`src/rtl/agc_pkg.sv`:
```
// Shared types and gain-code constants for the adaptive gain controller.
// Gain code: [7:4] multiplier code (factor code+1), [3:0] shift code.
package agc_pkg;

  typedef enum logic [2:0] {
    StIdle,
    StMeasure,
    StDecide,
    StUpdate,
    StSettle
  } agc_state_e;

  localparam logic [3:0] SHIFT_NONE = 4'd8;
  localparam logic [3:0] SHIFT_MIN  = 4'd7;
  localparam logic [3:0] SHIFT_MAX  = 4'd15;

  localparam logic [3:0] MULT_MIN        = 4'd0;
  localparam logic [3:0] MULT_MAX        = 4'd15;
  localparam logic [3:0] MULT_HIGH_FLOOR = 4'd7;
  localparam logic [3:0] MULT_AFTER_UP   = 4'd8;
  localparam logic [3:0] MULT_AFTER_DOWN = 4'd14;

  localparam logic DIR_UP   = 1'b0;
  localparam logic DIR_DOWN = 1'b1;

  // Shift code 0 is meaningless to the scaler; treat it as "no shift".
  function automatic logic [7:0] normalize_gain(input logic [7:0] gain);
    return (gain[3:0] == 4'd0) ? {gain[7:4], SHIFT_NONE} : gain;
  endfunction

endpackage

```
`src/rtl/agc_gain_ladder.sv`:
```
// One step up or down the gain ladder; purely combinational.
// Ladder order by shift: 7,6,...,1,8,9,...,15 (weakest to strongest).
module agc_gain_ladder
  import agc_pkg::*;
(
  input  logic [7:0] code,
  input  logic       direction,
  output logic [7:0] next_code,
  output logic       saturated
);

  logic [3:0] mult;
  logic [3:0] shift;
  logic [3:0] shift_rise;
  logic [3:0] shift_fall;
  logic       can_rise;
  logic       can_fall;

  assign mult  = code[7:4];
  assign shift = code[3:0];

  always_comb begin
    shift_rise = shift;
    can_rise   = 1'b1;
    if (shift == 4'd1) begin
      shift_rise = SHIFT_NONE;
    end else if (shift >= 4'd2 && shift <= SHIFT_MIN) begin
      shift_rise = shift - 4'd1;
    end else if (shift >= SHIFT_NONE && shift < SHIFT_MAX) begin
      shift_rise = shift + 4'd1;
    end else begin
      can_rise = 1'b0;
    end

    // Unity shift is never left on the way down; the multiplier trims instead.
    shift_fall = shift;
    can_fall   = 1'b1;
    if (shift > SHIFT_NONE) begin
      shift_fall = shift - 4'd1;
    end else if (shift >= 4'd1 && shift < SHIFT_MIN) begin
      shift_fall = shift + 4'd1;
    end else begin
      can_fall = 1'b0;
    end
  end

  always_comb begin
    next_code = code;
    saturated = 1'b0;
    if (direction == DIR_UP) begin
      if (mult < MULT_MAX) begin
        next_code = {mult + 4'd1, shift};
      end else if (can_rise) begin
        next_code = {MULT_AFTER_UP, shift_rise};
      end else begin
        saturated = 1'b1;
      end
    end else begin
      if (mult > MULT_HIGH_FLOOR) begin
        next_code = {mult - 4'd1, shift};
      end else if (can_fall) begin
        next_code = {MULT_AFTER_DOWN, shift_fall};
      end else if (mult > MULT_MIN) begin
        next_code = {mult - 4'd1, shift};
      end else begin
        saturated = 1'b1;
      end
    end
  end

endmodule

```
`src/rtl/adaptive_gain_controller.sv`:
```
// Closed-loop AGC: measures window peaks of the scaled signal and steps the
// scaler gain code up or down, with clip detection and post-change settling.
module adaptive_gain_controller
  import agc_pkg::*;
#(
  parameter int unsigned           DATA_WIDTH     = 32,
  parameter int unsigned           WINDOW_LOG2    = 10,
  parameter logic [DATA_WIDTH-2:0] LOW_THRESH     = (DATA_WIDTH-1)'(1) << (DATA_WIDTH-4),
  parameter logic [DATA_WIDTH-2:0] HIGH_THRESH    = (DATA_WIDTH-1)'(1) << (DATA_WIDTH-3),
  parameter logic [DATA_WIDTH-2:0] CLIP_THRESH    = {(DATA_WIDTH-1){1'b1}}
                                                    - ((DATA_WIDTH-1)'(1) << (DATA_WIDTH-6))
                                                    + (DATA_WIDTH-1)'(1),
  parameter int unsigned           SETTLE_SAMPLES = 16,
  parameter logic [7:0]            INIT_GAIN      = 8'h08
) (
  input  logic                  clk,
  input  logic                  rst_n,
  input  logic [DATA_WIDTH-1:0] sample_in,
  input  logic                  sample_valid_in,
  input  logic                  agc_enable,
  input  logic [7:0]            manual_gain,
  output logic [7:0]            gain_control,
  output logic                  gain_update,
  output logic [DATA_WIDTH-2:0] peak_level,
  output logic [15:0]           clip_count
);

  localparam int unsigned SettleW = (SETTLE_SAMPLES > 1) ? $clog2(SETTLE_SAMPLES) : 1;
  localparam logic [SettleW-1:0] SettleLast =
    SettleW'((SETTLE_SAMPLES == 0) ? 0 : SETTLE_SAMPLES - 1);
  localparam logic [SettleW-1:0]     SettleOne = 1;
  localparam logic [WINDOW_LOG2-1:0] WinOne    = 1;
  localparam logic [DATA_WIDTH-1:0]  DataOne   = 1;

  agc_state_e state_q, state_d;
  logic [7:0]             gain_q, gain_d;
  logic                   gain_update_q, gain_update_d;
  logic [DATA_WIDTH-2:0]  peak_q, peak_d;
  logic [DATA_WIDTH-2:0]  peak_level_q, peak_level_d;
  logic [WINDOW_LOG2-1:0] win_cnt_q, win_cnt_d;
  logic [SettleW-1:0]     settle_cnt_q, settle_cnt_d;
  logic [15:0]            clip_cnt_q, clip_cnt_d;
  logic                   dir_q, dir_d;

  logic [DATA_WIDTH-1:0] abs_full;
  logic [DATA_WIDTH-2:0] magnitude;
  logic [DATA_WIDTH-2:0] peak_max;
  logic                  clip_hit;
  logic [7:0]            ladder_code;
  logic                  ladder_sat;

  // Most negative input has no positive twin; clamp it to full scale.
  assign abs_full  = sample_in[DATA_WIDTH-1] ? (~sample_in + DataOne) : sample_in;
  assign magnitude = abs_full[DATA_WIDTH-1] ? {(DATA_WIDTH-1){1'b1}}
                                            : abs_full[DATA_WIDTH-2:0];
  assign peak_max  = (magnitude > peak_q) ? magnitude : peak_q;
  assign clip_hit  = sample_valid_in && (magnitude >= CLIP_THRESH);

  agc_gain_ladder u_ladder (
    .code      (gain_q),
    .direction (dir_q),
    .next_code (ladder_code),
    .saturated (ladder_sat)
  );

  always_comb begin
    state_d       = state_q;
    gain_d        = gain_q;
    gain_update_d = 1'b0;
    peak_d        = peak_q;
    peak_level_d  = peak_level_q;
    win_cnt_d     = win_cnt_q;
    settle_cnt_d  = settle_cnt_q;
    clip_cnt_d    = clip_cnt_q;
    dir_d         = dir_q;

    if (clip_hit && state_q != StIdle && clip_cnt_q != 16'hFFFF) begin
      clip_cnt_d = clip_cnt_q + 16'd1;
    end

    if (!agc_enable) begin
      if (state_q == StIdle) begin
        gain_d = manual_gain;
      end
      state_d      = StIdle;
      peak_d       = '0;
      win_cnt_d    = '0;
      settle_cnt_d = '0;
      dir_d        = DIR_UP;
    end else begin
      unique case (state_q)
        StIdle: begin
          gain_d       = normalize_gain(manual_gain);
          peak_d       = '0;
          win_cnt_d    = '0;
          settle_cnt_d = '0;
          state_d      = StMeasure;
        end
        StMeasure: begin
          if (clip_hit) begin
            dir_d     = DIR_DOWN;
            peak_d    = '0;
            win_cnt_d = '0;
            state_d   = StUpdate;
          end else if (sample_valid_in) begin
            peak_d    = peak_max;
            win_cnt_d = win_cnt_q + WinOne;
            if (&win_cnt_q) begin
              peak_level_d = peak_max;
              state_d      = StDecide;
            end
          end
        end
        StDecide: begin
          peak_d    = '0;
          win_cnt_d = '0;
          if (peak_level_q > HIGH_THRESH) begin
            dir_d   = DIR_DOWN;
            state_d = StUpdate;
          end else if (peak_level_q < LOW_THRESH) begin
            dir_d   = DIR_UP;
            state_d = StUpdate;
          end else begin
            state_d = StMeasure;
          end
        end
        StUpdate: begin
          if (!ladder_sat) begin
            gain_d        = ladder_code;
            gain_update_d = 1'b1;
          end
          settle_cnt_d = '0;
          state_d      = StSettle;
        end
        StSettle: begin
          if (SETTLE_SAMPLES == 0) begin
            state_d = StMeasure;
          end else if (sample_valid_in) begin
            if (settle_cnt_q == SettleLast) begin
              settle_cnt_d = '0;
              peak_d       = '0;
              win_cnt_d    = '0;
              state_d      = StMeasure;
            end else begin
              settle_cnt_d = settle_cnt_q + SettleOne;
            end
          end
        end
        default: state_d = StIdle;
      endcase
    end
  end

  always_ff @(posedge clk) begin
    if (!rst_n) begin
      state_q       <= StIdle;
      gain_q        <= INIT_GAIN;
      gain_update_q <= 1'b0;
      peak_q        <= '0;
      peak_level_q  <= '0;
      win_cnt_q     <= '0;
      settle_cnt_q  <= '0;
      clip_cnt_q    <= '0;
      dir_q         <= DIR_UP;
    end else begin
      state_q       <= state_d;
      gain_q        <= gain_d;
      gain_update_q <= gain_update_d;
      peak_q        <= peak_d;
      peak_level_q  <= peak_level_d;
      win_cnt_q     <= win_cnt_d;
      settle_cnt_q  <= settle_cnt_d;
      clip_cnt_q    <= clip_cnt_d;
      dir_q         <= dir_d;
    end
  end

  assign gain_control = gain_q;
  assign gain_update  = gain_update_q;
  assign peak_level   = peak_level_q;
  assign clip_count   = clip_cnt_q;

endmodule
```
`config.mk`:
```
export PLATFORM = sky130hd
export DESIGN_NAME = adaptive_gain_controller
export DESIGN_NICKNAME = d
export VERILOG_FILES = /design/src/rtl/agc_pkg.sv /design/src/rtl/agc_gain_ladder.sv /design/src/rtl/adaptive_gain_controller.sv
export SDC_FILE = /design/constraint.sdc
export NUM_CORES = 1
export LEC_CHECK = 0
export CAP_MARGIN = 20
export CORE_ASPECT_RATIO = 0.75
export CORE_MARGIN = 4
export CORE_UTILIZATION = 55
export CTS_CLUSTER_DIAMETER = 50
export DETAILED_ROUTE_END_ITERATION = 6
export PLACE_DENSITY = 0.81
export SLEW_MARGIN = 0
export SYNTH_ARGS = -nofsm -noshare
export SYNTH_HDL_FRONTEND = slang
export SYNTH_SLANG_ARGS = --single-unit
```
`constraint.sdc`:
```
create_clock -name clk -period 6.2 [get_ports clk]
set_input_delay 0.93 -clock clk [delete_from_list [all_inputs] [get_ports clk]]
set_output_delay 0.93 -clock clk [all_outputs]
set_load 0.02 [all_outputs]
```
==> results.py <==
metrics = {
    "final_layout": {
        "final_cell_mix": "nand2_1 (107), dfxtp_1 (105), clkdlybuf4s50_1 (99), o21ai_0 (83), a21oi_1 (71)",
        "multiInputGateArea_um2": 4300,
        "final_nets": 1027,
        "fillers": 984,
        "drive_gt1_frac": 0.0571,
        "final_area_um2": 8190,
        "area_growth_pct": 21.5,
        "diodes": 0,
        "fin_cells": 1108,
        "seqCellArea_um2": 2100,
        "layout_commonest_cell": "nand2_1",
    },
    "die": {
        "placementRows": 34,
        "die_h_um": 104,
        "dieArea_um2": 14100,
        "die_w_um": 136,
        "ios": 100,
        "initial_core_util": 0.572,
        "core_um2": 11800,
    },
    "global_routing": {
        "grt_max_degree": 62,
        "antenna_found_initial": 0,
        "grt_pass1_vias": 5868,
        "grt.total_usage": 0.261,
        "grt_pass1_wl_um": 30400,
        "globalRouteOverflowTotal": 0,
    },
    "placement": {
        "io_buffers": 99,
        "place.gp.congestion": 0.955,
        "place_area_um2": 7900,
        "dp.cells": 1092,
        "hpwlAfterDp_um": 14100,
    },
    "worst_setup_path": {
        "cp.required_ns": 6.49,
        "critical_path.startpoint": "sample_in[21]",
        "crit_family": "simple AND/OR/NAND/NOR gates",
        "critPathBufInv": 4,
        "crit_chain": "clkdlybuf4s50_1 -> or4_4 -> or4_1 -> nor3_1 -> buf_4 -> and3_1 -> nor3_1 -> a21oi_1 -> ha_1 -> nand4_1 -> nor4_1 -> a21boi_0 -> o21ai_4 -> buf_12 -> nor2_2 -> buf_12 -> a22o_1",
        "path_max_fanout": 61,
        "crit_end": "peak_q[28]",
        "path_class": "in -> reg",
        "r2r.worst_path.cells": 9,
        "rr_endpoint": "gain_control[3]",
        "cpMaxStageDelayCell": "or4_4",
        "rrSetupSlack_ns": 3.20,
        "cp_num_cells": 17,
        "critPathArrivalTime_ns": 5.92,
        "crit_path_end_kind": "flip-flop",
        "slowest_delay_ns": 0.56,
        "start_kind": "input pin",
        "timing.rr.start": "gain_control[0]",
    },
    "sta": {
        "post-route-period-util": 0.909,
        "min_period_ns": 5.64,
        "skew_ns": 0.0112,
        "setup_tns_ns": 0,
        "fmax_mhz": 177,
        "setup_viol": 0,
        "drv_slew": 0,
        "worst_pin_slew_ns": 1.06,
        "hold_violations": 0,
        "slew_headroom": 0.294,
        "rsz0062_at_grt": "no",
    },
    "clock_tree": {
        "cts_resized": 0,
        "h-tree-depth": 3,
        "path_clk_slew_ns": 0.07,
        "cts_tree": "done",
        "cts_buffers": 9,
        "worstSkewPairLatency_ns": 0.35,
        "cts.sinks": 105,
        "hold_buffers": 0,
        "post_cts_buffers": 0,
        "cts-root-buf": "clkbuf_16",
        "ctsLongestPathBuffers": 2,
    },
    "synth": {
        "yosysUniqueCellTypes": 71,
        "syn_nets": 952,
        "syn_area_um2": 6740,
        "synth_enable_flop_cells": 0,
        "synth-async-reset-ratio": 0,
        "synthCells": 866,
        "seq_area_frac_synth": 0.312,
        "ys_seq_elements": 105,
        "synthFlopType": "dfxtp_1",
        "yosysWarnings": 0,
        "synth.avg_cell_area_um2": 7.78,
    },
    "routing": {
        "avgViaCountPerCell": 6.09,
        "m1WireLength_um": 9110,
        "wl_met3_um": 1540,
        "dr.first_iter.drc_count": 648,
        "route.met2.wl_um": 8000,
        "wl_per_cell_um": 17.0,
        "first_pass_iters": 5,
        "routed-via-count": 6749,
        "drt_wl_total_um": 18900,
        "maxUsedRoutingLayer": "met4",
        "ant_nets": 0,
        "drc": 0,
    },
    "pwr": {
        "internal_power_uw": 1080,
        "p_sw_frac": 0.303,
        "power_frac_seq": 0.447,
        "switching_power_uw": 471,
        "p_leak_uw": 0.00305,
        "ir_drop_mv": 0.161,
        "combinationalPowerShare": 0.191,
        "clock_power_share": 0.362,
        "powerDensity_nw_per_um2": 190,
    },
    "run": {
        "cap_viol_max_count": 0,
    },
    "run_status": {
        "status": "complete, no violations",
    },
    "worst_hold_path": {
        "hp-class": "reg -> reg",
    },
}
==> sequential cells by signal, indices dropped and copies added (netlist names) <==
register	flops
clip_count	16
dir_q	1
gain_control	8
peak_q	31
gain_update	1
peak_level	31
state_q	3
settle_cnt_q	4
win_cnt_q	10
==> cell families after synthesis <==
family | after synthesis | share of synthesized area
compound gates | 275 | 0.264
xor+xnor | 23 | 0.0299
fa+ha+maj | 42 | 0.0780
buf+inv | 92 | 0.0540
flops | 105 | 0.312
mux | 16 | 0.0238
simple gates | 313 | 0.238
==> metal layers <==
layer | global-route usage | vias up
met5 | 0 | -
met4 | 0.0540 | 0
met3 | 0.0488 | 22
met2 | 0.379 | 289
met1 | 0.401 | 3124
li1 | - | 3314
==> power by group through the flow <==
stage / logic (µW) / registers [µW] / clock network (µW)
4_1_cts: 292 / 695 / 567
3_5_place_dp: 289 / 711 / 0
6_report: 297 / 695 / 562
5_1_grt: 327 / 697 / 595
2_1_floorplan: 180 / 709 / 0
3_3_place_gp: 285 / 710 / 0
==> worst reg2reg max path: stages, from the launching register on <==
cell and delay [ns]:
dfxtp_1 0.52, inv_1 0.14, ha_1 0.26, a221oi_1 0.27, nor2b_1 0.15, a221oi_1 0.50
nor2b_1 0.27, nor2_1 0.45, mux2i_1 0.24, nand2_1 0.07
==> through the flow <==
stage | total power, µW | utilization | hold slack (ns) | setup WS, ns
after floorplan | 888 | - | 0.442 | 0.974
after global placement | 995 | 0.671 | 0.456 | 0.455
after detailed placement | 999 | 0.671 | 0.455 | 0.370
after CTS | 1550 | 0.695 | 0.471 | 0.693
after global routing | 1620 | 0.695 | 0.487 | 0.244
final | 1550 | 0.695 | 0.473 | 0.564
==> cells in the mapped netlist, types with 3 or more instances <==
master	count	share of area
o41ai_1	4	0.0052
a211oi_1	7	0.0078
o21ai_0	83	0.062
xor2_1	17	0.022
nor2_1	51	0.028
nand3_1	28	0.021
a21boi_0	3	0.0033
a211o_1	3	0.0039
a22o_1	30	0.039
clkbuf_1	33	0.018
nor2b_1	6	0.0056
o31ai_1	12	0.013
a31oi_1	7	0.0065
nor4_1	16	0.015
ha_1	42	0.078
buf_1	3	0.0017
buf_2	12	0.0089
o21ai_1	3	0.0022
and2_1	3	0.0028
xnor2_1	6	0.0078
or2_2	5	0.0046
a22oi_1	3	0.0033
nand4_1	9	0.0084
nand2b_1	14	0.013
or3_1	13	0.012
a21o_1	6	0.0067
nor3b_1	5	0.0056
nand3b_1	4	0.0045
inv_1	42	0.023
and3_1	14	0.013
mux2i_1	16	0.024
nand2_1	107	0.060
o21a_1	4	0.0045
o311a_1	3	0.0045
a31o_2	4	0.0052
a21oi_1	71	0.053
or4_1	5	0.0056
o211ai_1	12	0.013
dfxtp_1	105	0.31
nor3_1	14	0.010
and4_1	4	0.0052
==> final cells by class <==
cell class / count / share of cell area
clock inverters: 6 / 0.00703
flip-flops and latches: 105 / 0.257
inverters: 43 / 0.0197
multi-input cells: 669 / 0.525
well taps: 162 / 0.0248
repair buffers: 113 / 0.138
clock buffers: 10 / 0.0280
==> worst min path at each step <==
stage	from	to	slack (ns)	cells past startpoint
after global placement	peak_q[25]	peak_q[25]	0.46	1
after detailed placement	peak_q[1]	peak_q[1]	0.46	1
after global routing	peak_q[29]	peak_q[29]	0.49	1
after CTS	peak_level[21]	peak_level[21]	0.47	2
after floorplan	peak_q[10]	peak_q[10]	0.44	1
final	peak_level[21]	peak_level[21]	0.47	2
No activity file was read; power rests on OpenSTA's default activity.
